### src/rtl/mem_wb_multi_pkg.sv
// Shared widths, null constants and stage-action decode for the multi-lane MEM/WB register.
// Optional MEM_WB_PERF_EN feature uses popcount() from here.
package mem_wb_multi_pkg;

  localparam int REG_ADDR_W       = 5;
  localparam int REG_BUS_W        = 32;
  localparam int STALL_W          = 6;
  localparam int MEM_WB_LANES_MAX = 4;

  localparam logic [REG_ADDR_W-1:0] Null_RegAddr = '0;
  localparam logic [REG_BUS_W-1:0]  Zero_Word    = '0;
  localparam logic                  Disabled     = 1'b0;

  typedef enum logic [1:0] {
    ACT_FLUSH,
    ACT_ADVANCE,
    ACT_BUBBLE,
    ACT_HOLD
  } stage_act_e;

  // Flush dominates; an illegal stall pair (this stage free, WB stalled) still advances.
  function automatic stage_act_e decode_act(input logic flush, input logic stall_cur,
                                            input logic stall_next);
    if (flush)           return ACT_FLUSH;
    else if (!stall_cur) return ACT_ADVANCE;
    else if (!stall_next) return ACT_BUBBLE;
    else                 return ACT_HOLD;
  endfunction

  function automatic logic [31:0] popcount(input logic [MEM_WB_LANES_MAX-1:0] v);
    logic [31:0] n;
    n = '0;
    for (int unsigned i = 0; i < MEM_WB_LANES_MAX; i++) n = n + 32'(v[i]);
    return n;
  endfunction

endpackage

### src/rtl/mem_wb_multi_if.sv
// MEM -> WB bus: stall/flush control, per-lane write-back fields and memory-op count loop.
interface mem_wb_multi_if #(
  parameter int LANES  = 2,
  parameter int XLEN   = 32,
  parameter int REG_AW = 5,
  parameter int CNT_W  = 3
);
  import mem_wb_multi_pkg::*;

  logic [STALL_W-1:0]      stall;
  logic                    flush;
  logic [LANES*REG_AW-1:0] mem_wd;
  logic [LANES-1:0]        mem_wreg;
  logic [LANES*XLEN-1:0]   mem_wdata;
  logic [CNT_W-1:0]        mem_cnt_i;
  logic [CNT_W-1:0]        mem_cnt_o;
  logic [LANES*REG_AW-1:0] wb_wd;
  logic [LANES-1:0]        wb_wreg;
  logic [LANES*XLEN-1:0]   wb_wdata;
  logic                    wb_bubble;

  modport master (
    output stall, flush, mem_wd, mem_wreg, mem_wdata, mem_cnt_i,
    input  mem_cnt_o, wb_wd, wb_wreg, wb_wdata, wb_bubble
  );

  modport slave (
    input  stall, flush, mem_wd, mem_wreg, mem_wdata, mem_cnt_i,
    output mem_cnt_o, wb_wd, wb_wreg, wb_wdata, wb_bubble
  );
endinterface

### src/rtl/mem_wb_multi_lane_filter.sv
// Drops x0 writes and, for lanes sharing a destination, keeps only the highest (youngest) lane.
module mem_wb_lane_filter #(
  parameter int LANES  = 2,
  parameter int REG_AW = 5
) (
  input  logic [LANES*REG_AW-1:0] wd,
  input  logic [LANES-1:0]        wreg,
  output logic [LANES-1:0]        wreg_out
);

  logic [LANES-1:0] live;

  always_comb begin
    live     = '0;
    wreg_out = '0;
    for (int unsigned i = 0; i < LANES; i++)
      live[i] = wreg[i] && (wd[i*REG_AW +: REG_AW] != '0);
    wreg_out = live;
    for (int unsigned i = 0; i < LANES; i++)
      for (int unsigned j = i + 1; j < LANES; j++)
        if (live[j] && (wd[j*REG_AW +: REG_AW] == wd[i*REG_AW +: REG_AW]))
          wreg_out[i] = 1'b0;
  end

endmodule

### src/rtl/mem_wb_multi.sv
// Multi-lane MEM/WB pipeline register with flush, stall-aware bubbles and memory-op count feedback.
// Define MEM_WB_PERF_EN to add retire_cnt/bubble_cnt performance counters.
module mem_wb_multi
  import mem_wb_multi_pkg::*;
#(
  parameter int LANES  = 2,
  parameter int XLEN   = 32,
  parameter int REG_AW = 5,
  parameter int CNT_W  = 3,
  parameter int STAGE  = 4
) (
  input  logic          clk,
  input  logic          rst,
  mem_wb_multi_if.slave bus
`ifdef MEM_WB_PERF_EN
  ,
  output logic [31:0]   retire_cnt,
  output logic [31:0]   bubble_cnt
`endif
);

  logic [LANES*REG_AW-1:0] wd_q;
  logic [LANES-1:0]        wreg_q;
  logic [LANES*XLEN-1:0]   wdata_q;
  logic [CNT_W-1:0]        cnt_q;
  logic                    bubble_q;
  logic [LANES-1:0]        wreg_filt;
  stage_act_e              act;
  logic                    stall_unused;

  mem_wb_lane_filter #(.LANES(LANES), .REG_AW(REG_AW)) u_lane_filter (
    .wd       (bus.mem_wd),
    .wreg     (bus.mem_wreg),
    .wreg_out (wreg_filt)
  );

  assign act          = decode_act(bus.flush, bus.stall[STAGE], bus.stall[STAGE+1]);
  assign stall_unused = ^bus.stall;

  always_ff @(posedge clk) begin
    if (rst) begin
      wd_q     <= '0;
      wreg_q   <= '0;
      wdata_q  <= '0;
      cnt_q    <= '0;
      bubble_q <= 1'b1;
    end else begin
      unique case (act)
        ACT_FLUSH: begin
          wd_q     <= '0;
          wreg_q   <= '0;
          wdata_q  <= '0;
          cnt_q    <= '0;
          bubble_q <= 1'b1;
        end
        ACT_ADVANCE: begin
          wd_q     <= bus.mem_wd;
          wreg_q   <= wreg_filt;
          wdata_q  <= bus.mem_wdata;
          cnt_q    <= '0;
          bubble_q <= 1'b0;
        end
        ACT_BUBBLE: begin
          wd_q     <= '0;
          wreg_q   <= '0;
          wdata_q  <= '0;
          cnt_q    <= bus.mem_cnt_i;
          bubble_q <= 1'b1;
        end
        default: cnt_q <= bus.mem_cnt_i;
      endcase
    end
  end

  always_ff @(posedge clk) begin
    if (!rst)
      assert (!(!bus.stall[STAGE] && bus.stall[STAGE+1]))
        else $error("mem_wb_multi: WB stalled while MEM/WB advances");
  end

`ifdef MEM_WB_PERF_EN
  logic [MEM_WB_LANES_MAX-1:0] filt_wide;

  assign filt_wide = MEM_WB_LANES_MAX'(wreg_filt);

  always_ff @(posedge clk) begin
    if (rst) begin
      retire_cnt <= '0;
      bubble_cnt <= '0;
    end else begin
      if (act == ACT_ADVANCE) retire_cnt <= retire_cnt + popcount(filt_wide);
      if (act == ACT_FLUSH || act == ACT_BUBBLE) bubble_cnt <= bubble_cnt + 32'd1;
    end
  end
`endif

  assign bus.wb_wd     = wd_q;
  assign bus.wb_wreg   = wreg_q;
  assign bus.wb_wdata  = wdata_q;
  assign bus.mem_cnt_o = cnt_q;
  assign bus.wb_bubble = bubble_q;

endmodule

### src/flat_wrapper.sv
// flat-port wrapper written by rule: the top's interface ports become plain ports
module mem_wb_multi_flat import mem_wb_multi_pkg::*;
#(
  parameter int LANES  = 2,
  parameter int XLEN   = 32,
  parameter int REG_AW = 5,
  parameter int CNT_W  = 3,
  parameter int STAGE  = 4
)
  (clk, rst, bus_stall, bus_flush, bus_mem_wd, bus_mem_wreg, bus_mem_wdata, bus_mem_cnt_i, bus_mem_cnt_o, bus_wb_wd, bus_wb_wreg, bus_wb_wdata, bus_wb_bubble);
  mem_wb_multi_if #(.LANES(LANES), .XLEN(XLEN), .REG_AW(REG_AW), .CNT_W(CNT_W)) bus_i ();
  input  logic clk;
  input  logic rst;
  input wire logic [$bits(bus_i.stall)-1:0] bus_stall;
  input wire logic [$bits(bus_i.flush)-1:0] bus_flush;
  input wire logic [$bits(bus_i.mem_wd)-1:0] bus_mem_wd;
  input wire logic [$bits(bus_i.mem_wreg)-1:0] bus_mem_wreg;
  input wire logic [$bits(bus_i.mem_wdata)-1:0] bus_mem_wdata;
  input wire logic [$bits(bus_i.mem_cnt_i)-1:0] bus_mem_cnt_i;
  output wire logic [$bits(bus_i.mem_cnt_o)-1:0] bus_mem_cnt_o;
  output wire logic [$bits(bus_i.wb_wd)-1:0] bus_wb_wd;
  output wire logic [$bits(bus_i.wb_wreg)-1:0] bus_wb_wreg;
  output wire logic [$bits(bus_i.wb_wdata)-1:0] bus_wb_wdata;
  output wire logic [$bits(bus_i.wb_bubble)-1:0] bus_wb_bubble;
  assign bus_i.stall = bus_stall;
  assign bus_i.flush = bus_flush;
  assign bus_i.mem_wd = bus_mem_wd;
  assign bus_i.mem_wreg = bus_mem_wreg;
  assign bus_i.mem_wdata = bus_mem_wdata;
  assign bus_i.mem_cnt_i = bus_mem_cnt_i;
  assign bus_mem_cnt_o = bus_i.mem_cnt_o;
  assign bus_wb_wd = bus_i.wb_wd;
  assign bus_wb_wreg = bus_i.wb_wreg;
  assign bus_wb_wdata = bus_i.wb_wdata;
  assign bus_wb_bubble = bus_i.wb_bubble;
  mem_wb_multi #(.LANES(LANES), .XLEN(XLEN), .REG_AW(REG_AW), .CNT_W(CNT_W), .STAGE(STAGE)) u_core (.clk(clk), .rst(rst), .bus(bus_i));
endmodule
### config.mk
export PLATFORM = sky130hd
export DESIGN_NAME = mem_wb_multi_flat
export DESIGN_NICKNAME = d
export VERILOG_FILES = /design/src/rtl/mem_wb_multi_pkg.sv /design/src/rtl/mem_wb_multi_if.sv /design/src/rtl/mem_wb_multi_lane_filter.sv /design/src/rtl/mem_wb_multi.sv /design/src/flat_wrapper.sv
export SDC_FILE = /design/constraint.sdc
export NUM_CORES = 1
export LEC_CHECK = 0
export CAP_MARGIN = 20
export CORE_ASPECT_RATIO = 1.2
export CORE_MARGIN = 2
export CORE_UTILIZATION = 39
export DETAILED_ROUTE_END_ITERATION = 7
export PLACE_DENSITY = 0.82
export SYNTH_ARGS = -nofsm -noshare
export SYNTH_HDL_FRONTEND = slang
export SYNTH_SLANG_ARGS = --single-unit
### constraint.sdc
create_clock -name clk -period 3.29 [get_ports clk]
set_input_delay 0.4935 -clock clk [delete_from_list [all_inputs] [get_ports clk]]
set_output_delay 0.4935 -clock clk [all_outputs]
set_load 0.1 [all_outputs]
==> results.json, run 1 <==
{
  "fin_skew_ns": 0,
  "cpLargestDelayFamily": "buffers and inverters",
  "io_buffers": 163,
  "leakage_nw": 1.65,
  "drv_slew": 0,
  "wirelength_mm": 7.87,
  "ff_latch_area_um2": 1600,
  "hpwlAfterDp_mm": 5.56,
  "cts_root_buf": "clkbuf_8",
  "p_sw_w": 0.000652,
  "ant_nets": 0,
  "grt_overflow": 0,
  "setup-tns-final_ns": 0,
  "post_cts_buffers": 0,
  "worst_ep_arrival_time_ns": 1.85,
  "cts_buffers": 9,
  "first_iter_violations": 98,
  "cts_tree": "built",
  "status": "finished, final reports clean",
  "num_vias": 2667,
  "die_w_um": 80.3,
  "grt_max_degree": 45,
  "antenna_found_initial": 0,
  "ir_drop_uv": 333,
  "ys_types": 23,
  "syn_nets": 366,
  "clk_pin_slew_ns": 0.08,
  "avgRoutedWirePerCell_um": 15.0,
  "grtUsageTotal_pct": 19.7,
  "grt_first_pass_wirelength_mm": 11.8,
  "drv_cap": 0,
  "max_freq_mhz": 428,
  "setup.worst_path.end_class": "output pin",
  "drcViolationCount": 0,
  "coreArea_um2": 6810,
  "synth_edf_count": 0,
  "dr.pass1.iters": 4,
  "antenna_cells": 0,
  "internal_power_w": 0.00151,
  "p_comb_share_pct": 21.8,
  "async_flop_share_pct": 0,
  "clock_sinks": 80,
  "io_pins": 168,
  "period_needed_ns": 2.34,
  "grt_setup_unrepaired": "false",
  "clkLatencyLatePin_ns": 0.33,
  "dp_slack_ns": 1.18,
  "area_growth_pct": 68.0,
  "cts.repair.resized": 0,
  "clockBufferDepth": 2,
  "die-area_um2": 7680,
  "hold_path_class": "flop to flop",
  "path_max_fanout": 2,
  "ys_seq_area_share_pct": 58.7,
  "multi_input_area_um2": 1010,
  "p_per_area_nw_per_um2": 473,
  "hold_violations": 0,
  "gp_congestion": 0.751,
  "worstSetupStartpointType": "flop",
  "critPathMaxStageDelay_ns": 1.15,
  "crit_buf_inv": 1,
  "synth_seq_cells": 80,
  "p_seq_share_pct": 46.7,
  "syn_avg_cell_area_um2": 9.81,
  "nets": 521,
  "yosys_warnings": 0,
  "critical_path_class": "flop to output pin",
  "holdBufCountCts": 0,
  "crit_chain": "clkdlybuf4s50_1",
  "cp.required_ns": 2.80,
  "syn_inst": 278,
  "h-tree-depth": 3,
  "initial_core_util_pct": 40.0,
  "pwr-share-clk_pct": 31.5,
  "relSlewSlack_pct": 32.7,
  "fp-row-count": 33,
  "worst_slew_pin_slew_ns": 1.01,
  "r2r_slack_ns": 2.61,
  "fin_crit_sh_pct": 71.1,
  "cpMaxStageDelayCell": "clkdlybuf4s50_1",
  "finalSetupViolCount": 0,
  "die_height_um": 95.6,
  "n_fill_cell": 538,
  "post-route-util_pct": 67.2,
  "setup_ws_ns": 0.951,
  "synthFlopType": "dfxtp_1",
  "routed_via_density": 5.08,
  "grt_pass1_vias": 2474,
  "syn-cell-area_um2": 2730,
  "drive_above_1_share_pct": 5.71,
  "switching_share_pct": 30.1
}
==> path summary, 6_finish.rpt <==
path / start / end / depth (start not counted)
min reg2reg: u_core.bus.wb_wreg[1] / u_core.bus.wb_wreg[1] / 2
min: u_core.bus.wb_wreg[1] / u_core.bus.wb_wreg[1] / 2
max reg2reg: u_core.bus.wb_wd[2] / u_core.bus.wb_wd[2] / 2
max: u_core.bus.wb_wdata[10] / bus_wb_wdata[10] / 1
==> power groups by stage <==
stage | logic [W] | registers [W] | clock network [W]
final | 0.000472 | 0.00101 | 0.000682
after global placement | 0.000468 | 0.00103 | 0
after global routing | 0.000492 | 0.00101 | 0.000747
after detailed placement | 0.000473 | 0.00103 | 0
after CTS | 0.000475 | 0.00101 | 0.000702
after floorplan | 0.0000847 | 0.00124 | 0
==> metal layers <==
metal	vias to the layer above	global-route usage, %	wire (um)
met5	-	0	0
met4	0	7.34	166
met3	17	6.53	668
met2	120	35.6	4050
met1	1231	21.1	2990
li1	1299	-	-
==> through the flow <==
step / power [W] / hold WS (ns) / std cells / area [um2]
floorplan: 0.00133 / 0.636 / 278 / 2730
global placement: 0.00150 / 0.442 / 509 / 4390
detailed placement: 0.00151 / 0.445 / 509 / 4390
CTS: 0.00219 / 0.456 / 525 / 4580
global route: 0.00225 / 0.496 / 525 / 4580
finish: 0.00217 / 0.456 / 525 / 4580
==> synthesized netlist by cell type (2+ instances only) <==
library cell / instances / area, um2
dfxtp_1: 80 / 1600
xnor2_1: 3 / 26.3
clkbuf_1: 9 / 33.8
xor2_1: 2 / 17.5
nor2_1: 77 / 289
a22oi_1: 74 / 556
buf_4: 6 / 45.0
buf_2: 9 / 45.0
nand2_1: 2 / 7.51
and3_1: 3 / 18.8
==> sequential cells by signal, indices dropped and copies added (netlist names) <==
name / flops
u_core.bus.wb_wdata: 64
u_core.bus.wb_wd: 10
u_core.bus.mem_cnt_o: 3
u_core.bus.wb_wreg: 2
u_core.bus.wb_bubble: 1
==> final cells by class <==
type / count / share of cell area [%]
clock buffer: 11 / 2.87
clock inverter: 5 / 1.26
inverter: 1 / 0.0820
multi-input combinational: 173 / 22.1
sequential: 80 / 35.0
tap: 87 / 2.38
timing repair buffer: 168 / 36.3
==> logic make-up (layout without fill, tap and decap cells) <==
family	Yosys count	after routing	share of synthesized area [%]
compound gates	79	79	21.6
xor+xnor	5	5	1.61
buf+inv	25	185	4.68
flops	80	80	58.7
simple gates	89	89	13.4
==> cell usage in the layout, fill, tap and decap left out <==
| cell | synthesis | routed |
|---|---|---|
| a21oi_1 | 1 | 1 |
| a22oi_1 | 74 | 74 |
| or4_4 | 1 | 1 |
| or3_2 | 1 | 1 |
| nor4_1 | 1 | 1 |
| nor2_1 | 77 | 75 |
| and3_1 | 3 | 3 |
| xnor2_1 | 3 | 3 |
| clkbuf_1 | 9 | 2 |
| nor2b_1 | 1 | 1 |
| o21ai_0 | 1 | 1 |
| xor2_1 | 2 | 2 |
| nand3_1 | 1 | 1 |
| buf_4 | 6 | 5 |
| clkinvlp_4 | 0 | 3 |
| nand4_1 | 1 | 1 |
| clkdlybuf4s50_1 | 0 | 162 |
| o21ai_1 | 1 | 1 |
| or4_1 | 1 | 1 |
| dfxtp_1 | 80 | 80 |
| o21ai_2 | 1 | 1 |
| clkbuf_8 | 0 | 9 |
| o2111ai_1 | 1 | 1 |
| inv_1 | 1 | 1 |
| nand2_1 | 2 | 2 |
| nor2_4 | 0 | 2 |
| buf_2 | 9 | 1 |
| bufinv_16 | 0 | 1 |
| clkinv_2 | 0 | 1 |
Note: power is estimated with default switching activity, not from simulation.
==> run 2: changes to the inputs <==
--- a/config.mk
+++ b/config.mk
@@ -8,9 +8,9 @@
 export CAP_MARGIN = 20
 export CORE_ASPECT_RATIO = 1.2
 export CORE_MARGIN = 2
-export CORE_UTILIZATION = 39
+export CORE_UTILIZATION = 33
 export DETAILED_ROUTE_END_ITERATION = 7
-export PLACE_DENSITY = 0.82
+export PLACE_DENSITY = 0.74
 export SYNTH_ARGS = -nofsm -noshare
 export SYNTH_HDL_FRONTEND = slang
 export SYNTH_SLANG_ARGS = --single-unit
==> constraint.sdc (replaced) <==
create_clock -name clk -period 1.9 [get_ports clk]
set_input_delay 0.285 -clock clk [delete_from_list [all_inputs] [get_ports clk]]
set_output_delay 0.285 -clock clk [all_outputs]
set_load 0.1 [all_outputs]
==> run 2 against run 1 <==
Net effect: cell area down 3.7%; sequential power up 73%; total power grew 67%; register-to-register slack worse by 1.4 ns; wire length is 2.2% lower; via count is 0.11% higher; first-iteration DRC count grew 16%; final cell count increased by 1.7%; clock power up 55%; sequential share of layout area rose by 1.3 points; flip-flop and latch count is the same.
==> results.json, run 2 (synthesized netlist as in run 1, its figures left out) <==
{
  "worst_ep_arrival_time_ns": 1.66,
  "p_per_area_nw_per_um2": 820,
  "fin_cells": 534,
  "fin_skew_ns": 0,
  "holdBufCountCts": 0,
  "grt_setup_unrepaired": "false",
  "hold_path_class": "input pin to flop",
  "io_pins": 168,
  "grt_max_degree": 75,
  "switching_share_pct": 31.4,
  "ant_nets": 0,
  "relSlewSlack_pct": 72.4,
  "cts.repair.resized": 0,
  "cts_root_buf": "clkbuf_8",
  "io_buffers": 163,
  "hpwlAfterDp_mm": 5.48,
  "die-area_um2": 9010,
  "p_seq_share_pct": 48.4,
  "layout_common_cells": "buf_4 (83), clkdlybuf4s50_1 (82), dfxtp_1 (80), nor2_1 (75), a22oi_1 (74)",
  "wirelength_mm": 7.70,
  "avgRoutedWirePerCell_um": 14.4,
  "area_growth_pct": 61.8,
  "dr.pass1.iters": 5,
  "crit_start": "bus_mem_wd[6]",
  "r2r_slack_ns": 1.22,
  "cts_tree": "built",
  "critical_path_class": "input pin to flop",
  "coreArea_um2": 8060,
  "h-tree-depth": 3,
  "worstSetupStartpointType": "input pin",
  "worst_slew_pin_slew_ns": 0.414,
  "drcViolationCount": 0,
  "p_total_w": 0.00362,
  "setup-tns-final_ns": 0,
  "internal_power_w": 0.00248,
  "num_vias": 2670,
  "clock_sinks": 80,
  "p_sw_w": 0.00114,
  "cts_buffers": 9,
  "antenna_cells": 0,
  "path_max_fanout": 3,
  "fin_crit_sh_pct": 75.8,
  "antenna_found_initial": 0,
  "reg2reg_to": "u_core.bus.wb_wdata[37]",
  "grt_overflow": 0,
  "cp.required_ns": 2.11,
  "drive_above_1_share_pct": 24.1,
  "ir_drop_uv": 446,
  "pwr-share-clk_pct": 29.2,
  "fp-row-count": 36,
  "finalSetupViolCount": 0,
  "post_cts_buffers": 0,
  "leakage_nw": 1.81,
  "holdWs_ns": 0.252,
  "n_fill_cell": 753,
  "layout_commonest_cell": "buf_4",
  "grt_pass1_vias": 2564,
  "largest_register_ffs": 64,
  "hold_violations": 0,
  "clockBufferDepth": 2,
  "r2r_cells": 2,
  "p_comb_share_pct": 22.4,
  "clk_pin_slew_ns": 0.08,
  "drv_slew": 0,
  "min_path_cells": 3,
  "grtUsageTotal_pct": 16.7,
  "placed_cells": 518,
  "nets": 522,
  "clkLatencyLatePin_ns": 0.34,
  "drv_cap": 0,
  "status": "finished, final reports clean",
  "r2r_start": "u_core.bus.wb_wdata[37]",
  "setup.worst_path.end_class": "flop",
  "routed_via_density": 5.00,
  "grt_first_pass_wirelength_mm": 12.1,
  "die_height_um": 104,
  "critPathCapture": "u_core.bus.wb_wreg[1]",
  "gp_congestion": 0.747,
  "period_needed_ns": 1.44,
  "max_freq_mhz": 694,
  "first_iter_violations": 114,
  "initial_core_util_pct": 33.8,
  "die_w_um": 87.0
}
==> run 2: changes by cell type in the layout (fill, tap and decap cells not counted) <==
cell / previous run / this run
clkinv_4: 0 / 1
clkinvlp_4: 3 / 2
buf_12: 0 / 3
bufinv_16: 1 / 0
clkinv_2: 1 / 2
buf_4: 5 / 83
clkdlybuf4s50_1: 162 / 82
==> run 2: per-stage QoR <==
stage                     util, %  instance area, um2  worst slack (ns)
after detailed placement     52.7                4250            0.0894
after global placement       52.7                4250             0.154
after global routing         54.7                4410             0.428
after CTS                    54.7                4410             0.465
final                        54.7                4410             0.459
after floorplan                 -                2730             0.658
==> run 2: layout make-up <==
type | instances | area (um2) | share of cell area, %
well taps | 95 | 119 | 2.70
clock inverters | 5 | 33.8 | 0.766
multi-input cells | 173 | 1010 | 23.0
inverters | 1 | 3.75 | 0.0851
clock buffers | 11 | 131 | 2.98
flip-flops and latches | 80 | 1600 | 36.3
repair buffers | 169 | 1510 | 34.2
==> run 2: worst min-delay path by stage <==
stage | start | end
after floorplan | bus_flush | u_core.bus.wb_bubble
after global routing | rst | u_core.bus.wb_bubble
final | rst | u_core.bus.wb_bubble
after detailed placement | u_core.bus.wb_wreg[1] | u_core.bus.wb_wreg[1]
after global placement | u_core.bus.wb_wreg[1] | u_core.bus.wb_wreg[1]
after CTS | rst | u_core.bus.wb_bubble
==> run 2: power groups by stage <==
| stage | registers [W] | clock network (W) | logic [W] |
|---|---|---|---|
| 2_1_floorplan | 0.00215 | 0 | 0.000147 |
| 3_5_place_dp | 0.00179 | 0 | 0.000813 |
| 3_3_place_gp | 0.00179 | 0 | 0.000805 |
| 4_1_cts | 0.00175 | 0.00111 | 0.000814 |
| 5_1_grt | 0.00176 | 0.00116 | 0.000848 |
| 6_report | 0.00175 | 0.00106 | 0.000809 |
==> run 2: metal layers <==
metal	GRT usage, %	up-vias	routed length [um]
li1	-	1296	-
met1	20.2	1249	3040
met2	27.3	109	3970
met3	4.46	16	545
met4	7.37	0	138
met5	0	-	0
==> run 2: worst max-delay path, stage by stage <==
cell,delay (ns)
clkdlybuf4s50_1,0.47
or4_4,0.56
o21ai_2,0.16
or3_2,0.13
a21oi_1,0.05
